**config.mk**
```make
export PLATFORM = sky130hd
export DESIGN_NAME = ddr_tx
export DESIGN_NICKNAME = d
export VERILOG_FILES = /design/src/rtl/ddr_pkg.sv /design/src/rtl/crc5_ddr.sv /design/src/rtl/ddr_tx.sv
export SDC_FILE = /design/constraint.sdc
export NUM_CORES = 1
export LEC_CHECK = 0
export ABC_CLOCK_PERIOD_IN_PS = 2600
export CAP_MARGIN = 20
export CORE_AREA = 2 2 59 83
export CTS_BUF_LIST = sky130_fd_sc_hd__clkbuf_8
export CTS_CLUSTER_DIAMETER = 50
export DETAILED_ROUTE_END_ITERATION = 12
export DIE_AREA = 0 0 61 85
export DONT_BUFFER_PORTS = 1
export GPL_ROUTABILITY_DRIVEN = 0
export PLACE_DENSITY_LB_ADDON = 0.3
export SLEW_MARGIN = 20
export SYNTH_ARGS = -nofsm -noshare
export SYNTH_HDL_FRONTEND = slang
export SYNTH_SLANG_ARGS = --single-unit
```
**constraint.sdc**
```tcl
create_clock -name i_sys_clk -period 2.6 [get_ports i_sys_clk]
set_input_delay 0.78 -clock i_sys_clk [delete_from_list [all_inputs] [get_ports i_sys_clk]]
set_output_delay 0.78 -clock i_sys_clk [all_outputs]
set_load 0.02 [all_outputs]
```
**src/rtl/ddr_pkg.sv**
```systemverilog
// Shared HDR-DDR definitions: tx mode codes, token and CRC5 constants.
package ddr_pkg;

   typedef enum logic [3:0] {
      TX_IDLE        = 4'd0,
      TX_SPECIAL_PRE = 4'd1,
      TX_ONE_PRE     = 4'd2,
      TX_ZERO_PRE    = 4'd3,
      TX_SERIAL_BYTE = 4'd4,
      TX_PARITY      = 4'd5,
      TX_TOKEN_CRC   = 4'd6,
      TX_CRC_VALUE   = 4'd7
   } tx_mode_e;

   typedef enum logic {
      IDLE = 1'b0,
      SEND = 1'b1
   } state_e;

   localparam logic [3:0] TX_TOKEN = 4'b1100;
   localparam logic [4:0] CRC_POLY = 5'b00101;
   localparam logic [4:0] CRC_INIT = 5'h1F;

   // Codes 8-15 alias to idle.
   function automatic logic mode_is_idle(input logic [3:0] m);
      return (m == TX_IDLE) || m[3];
   endfunction

   function automatic logic [3:0] mode_len(input logic [3:0] m);
      logic [3:0] n;
      unique case (m)
         TX_SPECIAL_PRE: n = 4'd2;
         TX_ONE_PRE:     n = 4'd1;
         TX_ZERO_PRE:    n = 4'd1;
         TX_SERIAL_BYTE: n = 4'd8;
         TX_PARITY:      n = 4'd2;
         TX_TOKEN_CRC:   n = 4'd4;
         TX_CRC_VALUE:   n = 4'd5;
         default:        n = 4'd1;
      endcase
      return n;
   endfunction

endpackage

```
**src/rtl/crc5_ddr.sv**
```systemverilog
// Serial MSB-first CRC5 (x^5+x^2+1); init has priority over a bit update.
module crc5_ddr
   import ddr_pkg::*;
(
   input  logic       clk,
   input  logic       rst_n,
   input  logic       init,
   input  logic       valid,
   input  logic       din,
   output logic [4:0] crc
);

   logic fb;

   assign fb = crc[4] ^ din;

   always_ff @(posedge clk or negedge rst_n) begin
      if (!rst_n)
         crc <= CRC_INIT;
      else if (init)
         crc <= CRC_INIT;
      else if (valid)
         crc <= {crc[3:0], 1'b0} ^ (fb ? CRC_POLY : 5'b0);
   end

endmodule

```
**src/rtl/ddr_tx.sv**
```systemverilog
// HDR-DDR transmit serializer: preambles, bytes, parity, CRC token and CRC5.
module ddr_tx
   import ddr_pkg::*;
#(
   parameter int TICK_MIN = 3
) (
   input  logic       i_sys_clk,
   input  logic       i_sys_rst,
   input  logic       i_tx_en,
   input  logic [3:0] i_tx_mode,
   input  logic       i_ddr_tick,
   input  logic [7:0] i_regf_data,
   output logic       o_sdaline,
   output logic       o_tx_mode_done
);

   state_e      state, state_n;
   logic [3:0]  mode_q, cur_mode;
   logic [2:0]  cnt;
   logic [7:0]  sreg, first_word;
   logic [15:0] par_word;
   logic        byte_idx, cmd_word;
   logic [4:0]  crc;
   logic        start, fire, last, tx_bit;
   logic        crc_init, crc_vld;
   logic        pa1, pa0;
   logic [3:0]  gap;

   assign pa1 = ^(par_word & 16'hAAAA);
   assign pa0 = ~^(par_word & 16'h5555);

   always_comb begin
      state_n  = state;
      start    = 1'b0;
      fire     = 1'b0;
      cur_mode = (state == IDLE) ? i_tx_mode : mode_q;
      unique case (cur_mode)
         TX_SPECIAL_PRE: first_word = 8'b0100_0000;
         TX_ONE_PRE:     first_word = 8'h80;
         TX_ZERO_PRE:    first_word = 8'h00;
         TX_SERIAL_BYTE: first_word = i_regf_data;
         TX_PARITY:      first_word = {pa1, pa0, 6'b0};
         TX_TOKEN_CRC:   first_word = {TX_TOKEN, 4'b0};
         TX_CRC_VALUE:   first_word = {crc, 3'b0};
         default:        first_word = 8'hFF;
      endcase
      tx_bit = (state == IDLE) ? first_word[7] : sreg[7];
      if (!i_tx_en) begin
         state_n = IDLE;
      end else if (i_ddr_tick) begin
         if (state == SEND) begin
            fire = 1'b1;
         end else if (!mode_is_idle(i_tx_mode)) begin
            start = 1'b1;
            fire  = 1'b1;
         end
      end
      last = fire && ({1'b0, cnt} == mode_len(cur_mode) - 4'd1);
      if (fire)
         state_n = last ? IDLE : SEND;
      // The CRC snapshot is already in sreg when the CRC mode ends.
      crc_init = !i_tx_en
              || (state == IDLE && mode_is_idle(i_tx_mode))
              || (start && cur_mode == TX_SPECIAL_PRE)
              || (last && cur_mode == TX_CRC_VALUE);
      crc_vld = fire && cur_mode == TX_SERIAL_BYTE && !cmd_word;
   end

   always_ff @(posedge i_sys_clk or negedge i_sys_rst) begin
      if (!i_sys_rst) begin
         state          <= IDLE;
         mode_q         <= TX_IDLE;
         cnt            <= '0;
         sreg           <= '0;
         par_word       <= '0;
         byte_idx       <= 1'b0;
         cmd_word       <= 1'b0;
         o_sdaline      <= 1'b1;
         o_tx_mode_done <= 1'b0;
      end else begin
         state          <= state_n;
         o_tx_mode_done <= last;
         if (!i_tx_en) begin
            o_sdaline <= 1'b1;
            cnt       <= '0;
            par_word  <= '0;
            byte_idx  <= 1'b0;
            cmd_word  <= 1'b0;
         end else if (fire) begin
            o_sdaline <= tx_bit;
            cnt       <= last ? 3'd0 : cnt + 3'd1;
            if (start) begin
               mode_q <= i_tx_mode;
               sreg   <= {first_word[6:0], 1'b0};
            end else begin
               sreg   <= {sreg[6:0], 1'b0};
            end
            if (start && cur_mode == TX_SERIAL_BYTE) begin
               if (byte_idx)
                  par_word[7:0] <= i_regf_data;
               else
                  par_word[15:8] <= i_regf_data;
               byte_idx <= ~byte_idx;
            end
            if (start && cur_mode == TX_SPECIAL_PRE)
               cmd_word <= 1'b1;
            if (last && cur_mode == TX_PARITY) begin
               par_word <= '0;
               byte_idx <= 1'b0;
               cmd_word <= 1'b0;
            end
         end else if (state == IDLE && i_ddr_tick) begin
            o_sdaline <= 1'b1;
         end
      end
   end

   crc5_ddr u_crc (
      .clk   (i_sys_clk),
      .rst_n (i_sys_rst),
      .init  (crc_init),
      .valid (crc_vld),
      .din   (tx_bit),
      .crc   (crc)
   );

   // Engine needs done plus one cycle to present the next mode.
   always_ff @(posedge i_sys_clk or negedge i_sys_rst) begin
      if (!i_sys_rst) begin
         gap <= 4'hF;
      end else if (i_ddr_tick) begin
         tick_spacing: assert (32'(gap) >= TICK_MIN - 1);
         gap <= 4'd0;
      end else if (gap != 4'hF) begin
         gap <= gap + 4'd1;
      end
   end

endmodule
```
Word-level counts from Yosys, hierarchy flattened
Index checks and enable logic that the tools add are counted.
W data, S select, Z words.
{"block": "classes", "add_sub_neg": 2, "n_eq_ne": 14, "mux": 38, "bitwise": 4, "n_reduce_logical": 26}
{"cell": "$mux W16", "count": 4}
{"cell": "$pmux W8 S7", "count": 1}
{"cell": "$mux W8", "count": 3}
{"cell": "$mux W1", "count": 22}
{"cell": "$eq A4 B3 Y1 const B", "count": 4}
{"cell": "$pmux W4 S4", "count": 1}
{"cell": "$reduce_xnor A16 Y1", "count": 1}
{"cell": "$reduce_xor A16 Y1", "count": 1}
{"cell": "$mux W3", "count": 4}
{"cell": "$ne A3 B1 Y1 const B", "count": 4}
{"cell": "$mux W5", "count": 2}
{"cell": "$logic_and A1 B1 Y1", "count": 9}
{"cell": "$reduce_and A3 Y1", "count": 3}
{"cell": "$eq A4 B2 Y1 const B", "count": 2}
{"cell": "$reduce_and A2 Y1", "count": 3}
{"cell": "$xor A5 B5 Y5", "count": 1}
{"cell": "$eq A3 B4 Y1", "count": 1}
{"cell": "$eq A4 B1 Y1 const B", "count": 1}
{"cell": "$logic_not A4 Y1", "count": 1}
{"cell": "$logic_or A1 B1 Y1", "count": 4}
{"cell": "$mux W4", "count": 1}
{"cell": "$sub A4 B1 Y4 const B", "count": 1}
{"cell": "$add A3 B1 Y3 const B", "count": 1}
{"cell": "$ne A3 B2 Y1 const B", "count": 1}
{"cell": "other kinds (6)", "count": 8}
{"block": "word_totals", "reg_bits": 41, "input_bits": 16, "out_inout_bits": 2}

Depth between registers and ports, before layout
{"block": "logic_depth", "depth_word": 11, "mapped_depth": 13, "depth_no_buf": 9}

Hierarchy
A second synthesis with hierarchy kept.
{"block": "unflattened", "hier_cells": 237, "area_unflattened_um2": 2292.2}
{"module": "ddr_tx", "n_inst": 1, "cells_each": 219, "area_per_inst_um2": 2045.7}
{"module": "crc5_ddr", "n_inst": 1, "cells_each": 18, "area_per_inst_um2": 246.5}

Worst setup path after synthesis
No wires, ideal clock.
{"block": "synth_timing", "path_type": "input-to-reg", "startpoint": "in i_tx_mode[3]", "endpoint": "reg byte_idx", "setup_ns": 0.119, "arrival_time_ns": 2.767, "t_required_ns": 2.481, "path_slack_ns": -0.286, "path_stages": 10, "path_buffers": 2, "cell_sequence": "or3b_4 nand2_1 mux2i_1 ha_1 xnor2_1 nor3_1 a41o_1 buf_2 buf_4 nor2_1"}
{"block": "synth_via", "elab_chain_cells": 11, "word_cells_on_any_way": 28, "cone_classes": "add/sub (1); eq/ne (8); mux (12); reduce/logical (7)"}
{"element": "from (decl)", "line_no": "ddr_tx.sv:10", "rtl": "input logic [3:0] i_tx_mode,"}
{"element": "$mux W4 / $logic_not A4 Y1 (equally long branches)", "line_no": "ddr_tx.sv:36, ddr_pkg.sv:26"}
{"element": "$eq A4 B1 Y1, or another cell as far along", "line_no": "ddr_pkg.sv:31", "rtl": "unique case (m)"}
{"element": "$reduce_or A2 Y1 (no source line) / $mux W1 (equally long branches)"}
{"element": "$pmux W4 S4 / $mux W1 (equally long branches)", "line_no": "ddr_pkg.sv:31, ddr_tx.sv:51"}
{"element": "$sub A4 B1 Y4 / $mux W1 (equally long branches)", "line_no": "ddr_tx.sv:58, ddr_tx.sv:50"}
{"element": "$eq A3 B4 Y1 / $mux W1 (equally long branches)", "line_no": "ddr_tx.sv:58, ddr_tx.sv:48"}
{"element": "$logic_and A1 B1 Y1", "line_no": "ddr_tx.sv:58", "rtl": "last = fire && ({1'b0, cnt} == mode_len(cur_mode) - 4'd1);"}
{"element": "$logic_and A1 B1 Y1", "line_no": "ddr_tx.sv:107", "rtl": "if (last && cur_mode == TX_PARITY) begin"}
{"element": "$mux W1", "line_no": "ddr_tx.sv:107"}
{"element": "$mux W1", "line_no": "ddr_tx.sv:89", "rtl": "end else if (fire) begin"}
{"element": "$mux W1", "line_no": "ddr_tx.sv:83", "rtl": "if (!i_tx_en) begin"}
{"element": "to (signal assigned)", "line_no": "ddr_tx.sv:103", "rtl": "byte_idx <= ~byte_idx;"}
{"element": "to (decl)", "line_no": "ddr_tx.sv:22", "rtl": "logic byte_idx, cmd_word;"}
Several ways; a longest one is shown, not always the timed one. The select of a mux whose other input is x is not followed.
A chain may end at the register's enable or synchronous reset.

Worst setup path after layout
{"block": "layout_timing", "startpoint": "in i_tx_mode[3]", "endpoint": "reg par_word[15]"}
{"block": "layout_via", "elab_chain_cells": 11, "word_cells_on_any_way": 29, "cone_classes": "add/sub (1); eq/ne (9); mux (12); reduce/logical (7)"}
{"element": "$mux W4 / $logic_not A4 Y1 (equally long branches)", "line_no": "ddr_tx.sv:36, ddr_pkg.sv:26"}
{"element": "$eq A4 B1 Y1, or another cell as far along", "line_no": "ddr_pkg.sv:31"}
{"element": "$reduce_or A2 Y1 (no source line) / $mux W1 (equally long branches)"}
{"element": "$pmux W4 S4 / $mux W1 (equally long branches)", "line_no": "ddr_pkg.sv:31, ddr_tx.sv:51"}
{"element": "$sub A4 B1 Y4 / $mux W1 (equally long branches)", "line_no": "ddr_tx.sv:58, ddr_tx.sv:50"}
{"element": "$eq A3 B4 Y1 / $mux W1 (equally long branches)", "line_no": "ddr_tx.sv:58, ddr_tx.sv:48"}
{"element": "$logic_and A1 B1 Y1", "line_no": "ddr_tx.sv:58"}
{"element": "$logic_and A1 B1 Y1", "line_no": "ddr_tx.sv:107"}
{"element": "$mux W16", "line_no": "ddr_tx.sv:107"}
{"element": "$mux W16", "line_no": "ddr_tx.sv:89"}
{"element": "$mux W16", "line_no": "ddr_tx.sv:83"}
{"element": "to (signal assigned)", "line_no": "ddr_tx.sv:102", "rtl": "par_word[15:8] <= i_regf_data;"}
{"element": "to (decl)", "line_no": "ddr_tx.sv:21", "rtl": "logic [15:0] par_word;"}
Several ways; a longest one is shown, not always the timed one. The select of a mux whose other input is x is not followed.

==> flow_summary.yaml <==
detailed_routing:
  drc_errors: 0
  routed_wl_um: 5010
  vias_per_cell: 5.64
  routedWlPerCell_um: 16.0
  drtAntennaViolNets: 0
  vias: 1766
  first_pass_iters: 4
  drtIter0Drc: 134
place:
  dpl_worst_slack_ns: -0.167
  dpl.hpwl_um: 3620
  placed_cells: 304
  port_buffers: 0
worst_setup_path:
  critPathMaxFanout: 18
  required_ns: 2.78
  r2r_slack_ns: 0.12
  setup.worst_path.class: "primary input to register"
  cp-end-kind: "register"
  critPathLaunchType: "primary input"
  arrival_ns: 2.67
cts:
  htree_levels: 2
  cts_tree: "yes"
  cts.sink_count: 40
  clkLatencyLatePin_ns: 0.30
  clkSlewWorstSetupHoldPaths_ns: 0.08
  root_buffer: "clkbuf_8"
  cts_buffers: 5
  clk_path_buf_depth: 2
sta:
  tightest_slew_ns: 0.562
  maxSlewViolCount: 0
  fin_worst_skew_ns: 0.0127
  rsz0062_at_grt: "no"
  fin_crit_sh_pct: 95.6
  relSlewSlack_pct: 62.1
  fin_hold_ws_ns: 0.164
  finalHoldViolations: 0
  layout_setup_ws_ns: 0.114
  finalSetupTns_ns: 0
  finalSetupViolations: 0
  fmax_ghz: 0.402
  period_needed_ns: 2.49
finish:
  layout-drive-gt1-share_pct: 17.5
  nFillCells: 419
  final_cells: 313
  antenna_cells: 0
  fin_nets: 268
  regArea_sq_um: 1010
  syn_to_final_growth_pct: 14.3
  multi_input_area_sq_um: 1170
floorplan:
  start_util_pct: 49.6
  coreArea_sq_um: 4460
  die_h_um: 85
  pin_count: 18
  rows: 29
  die_area_sq_um: 5190
  chipWidth_um: 61
synthesis:
  ys_async_sr_fraction_pct: 100
  synth_area_sq_um: 2220
  muxShareOfSynthArea_pct: 8.30
  synth_flop_cell: "dfrtp_1"
  synth_fp_nets: 254
  yosysSeqAreaShare_pct: 45.5
  synth_adder_area_share_pct: 1.13
  syn_avg_cell_area_sq_um: 9.39
  synth-xor-area-share_pct: 7.51
  synth_compound_area_share_pct: 13.8
  ys_ff_latch: 40
  synth_warnings: 0
  synth_edf_count: 0
  synthSimpleGateAreaFrac_pct: 20.1
  synth_top_family_by_area: "simple AND/OR/NAND/NOR gates"
  ys_types: 44
  syn_inst: 236
global_routing:
  grt_pass1_vias: 1712
  grt_max_degree: 41
  antenna_found_initial: 0
  gr-total-overflow: 0
  track_usage_pct: 21.0
  grt_pass1_wl_um: 8050
run:
  drv_cap: 0
power_and_ir_drop:
  power_density_nw_per_um2: 590
  p_leak_nw: 1.11
  peakVddDrop_mv: 0.321
  total_power_mw: 1.50
hold_path:
  hold_path.class: "primary input to async pin"
run_status:
  run_status: "finished, final reports clean"
==> cells in the mapped netlist, types with 5 or more instances <==
cell type   n  area share [%]
nor2_1     23             3.9
o31ai_1     5             1.7
clkbuf_1    5            0.85
mux2i_1    15             6.8
dfstp_2     6             7.1
nand3_1    12             2.7
a21oi_1    17             3.8
nand2_1    37             6.3
dfrtp_1    34              38
inv_1       6             1.0
xnor2_1    18             7.1
==> cells by family (layout without fill, tap and decap cells) <==
kind of cell	after synthesis	after routing
buffers and inverters	17	32
DFF	40	40
muxes	18	18
xor gates and xnor gates	19	19
and+or+nand+nor	95	95
adders and majority gates	2	2
AOI/OAI and AO/OA	45	45
==> state kept, by name (all words and copies together), names as in the netlist <==
register,flops
u_crc.crc,5
state,1
o_tx_mode_done,1
par_word,16
cmd_word,1
o_sdaline,1
cnt,3
byte_idx,1
sreg,7
mode_q,4
==> area by class of cell <==
class,instances,area share (%)
Tap cell,62,3.06
Sequential cell,40,39.9
Clock buffer,5,2.72
Clock inverter,3,1.53
Inverter,6,0.889
Timing Repair Buffer,18,5.73
Multi-Input combinational cell,179,46.2
==> critical path, cell delays in order <==
cell     delay (ns)
or3b_4         0.40
nand2_4        0.09
mux2i_4        0.24
ha_2           0.31
xnor2_2        0.15
nor3_2         0.21
a41o_1         0.27
buf_12         0.16
nor2_1         0.06
==> what timing repair did <==
action                                  4_1_cts  5_1_grt
resized for setup                             0        2
endpoints found under the setup margin        0       19
setup buffers                                 0        1
hold buffers                                  0        0
==> per-stage QoR <==
stage          instance area [sq um]  utilization, %
2_1_floorplan                   2260               -
3_3_place_gp                    2410            54.0
3_5_place_dp                    2410            54.0
4_1_cts                         2520            56.4
5_1_grt                         2530            56.7
6_report                        2530            56.7
==> cell usage in the layout, fill, tap and decap left out, types with 3 or more instances in the layout <==
cell type and instances:
mux2i_1 14, xnor2_1 16, a21oi_1 17, dfrtp_1 33, o31ai_1 5, o21ai_0 4, nand2_1 36, inv_1 7
a221oi_1 3, dfstp_2 6, buf_4 16, nor2_1 23, and2_1 4, mux2_2 3, clkbuf_8 5, nor2b_1 4
nand3_1 12
==> power by group <==
part / internal [mW] / switching [mW] / total (mW)
Sequential: 0.666 / 0.0394 / 0.705
Clock: 0.281 / 0.221 / 0.502
Combinational: 0.137 / 0.151 / 0.288
Total: 1.08 / 0.411 / 1.50
==> layer usage <==
metal  vias to the layer above  global-route usage, %  routed length, um
met5                         -                      0                  0
met4                         0                   10.7                175
met3                        11                   4.42                242
met2                        51                   34.6               2550
met1                       854                   25.2               2040
li1                        850                      -                  -
==> final timing paths <==
check | cells past startpoint | endpoint | from
setup / recovery | 9 | par_word[15] | i_tx_mode[3]
hold / removal | 0 | mode_q[0] | i_sys_rst
setup reg to reg | 9 | par_word[15] | state
hold reg to reg | 2 | mode_q[2] | mode_q[2]
max in group asynchronous | 0 | u_crc.crc[1] | i_sys_rst
min in group i_sys_clk | 2 | mode_q[2] | mode_q[2]
(Power assumes the default switching activity.)
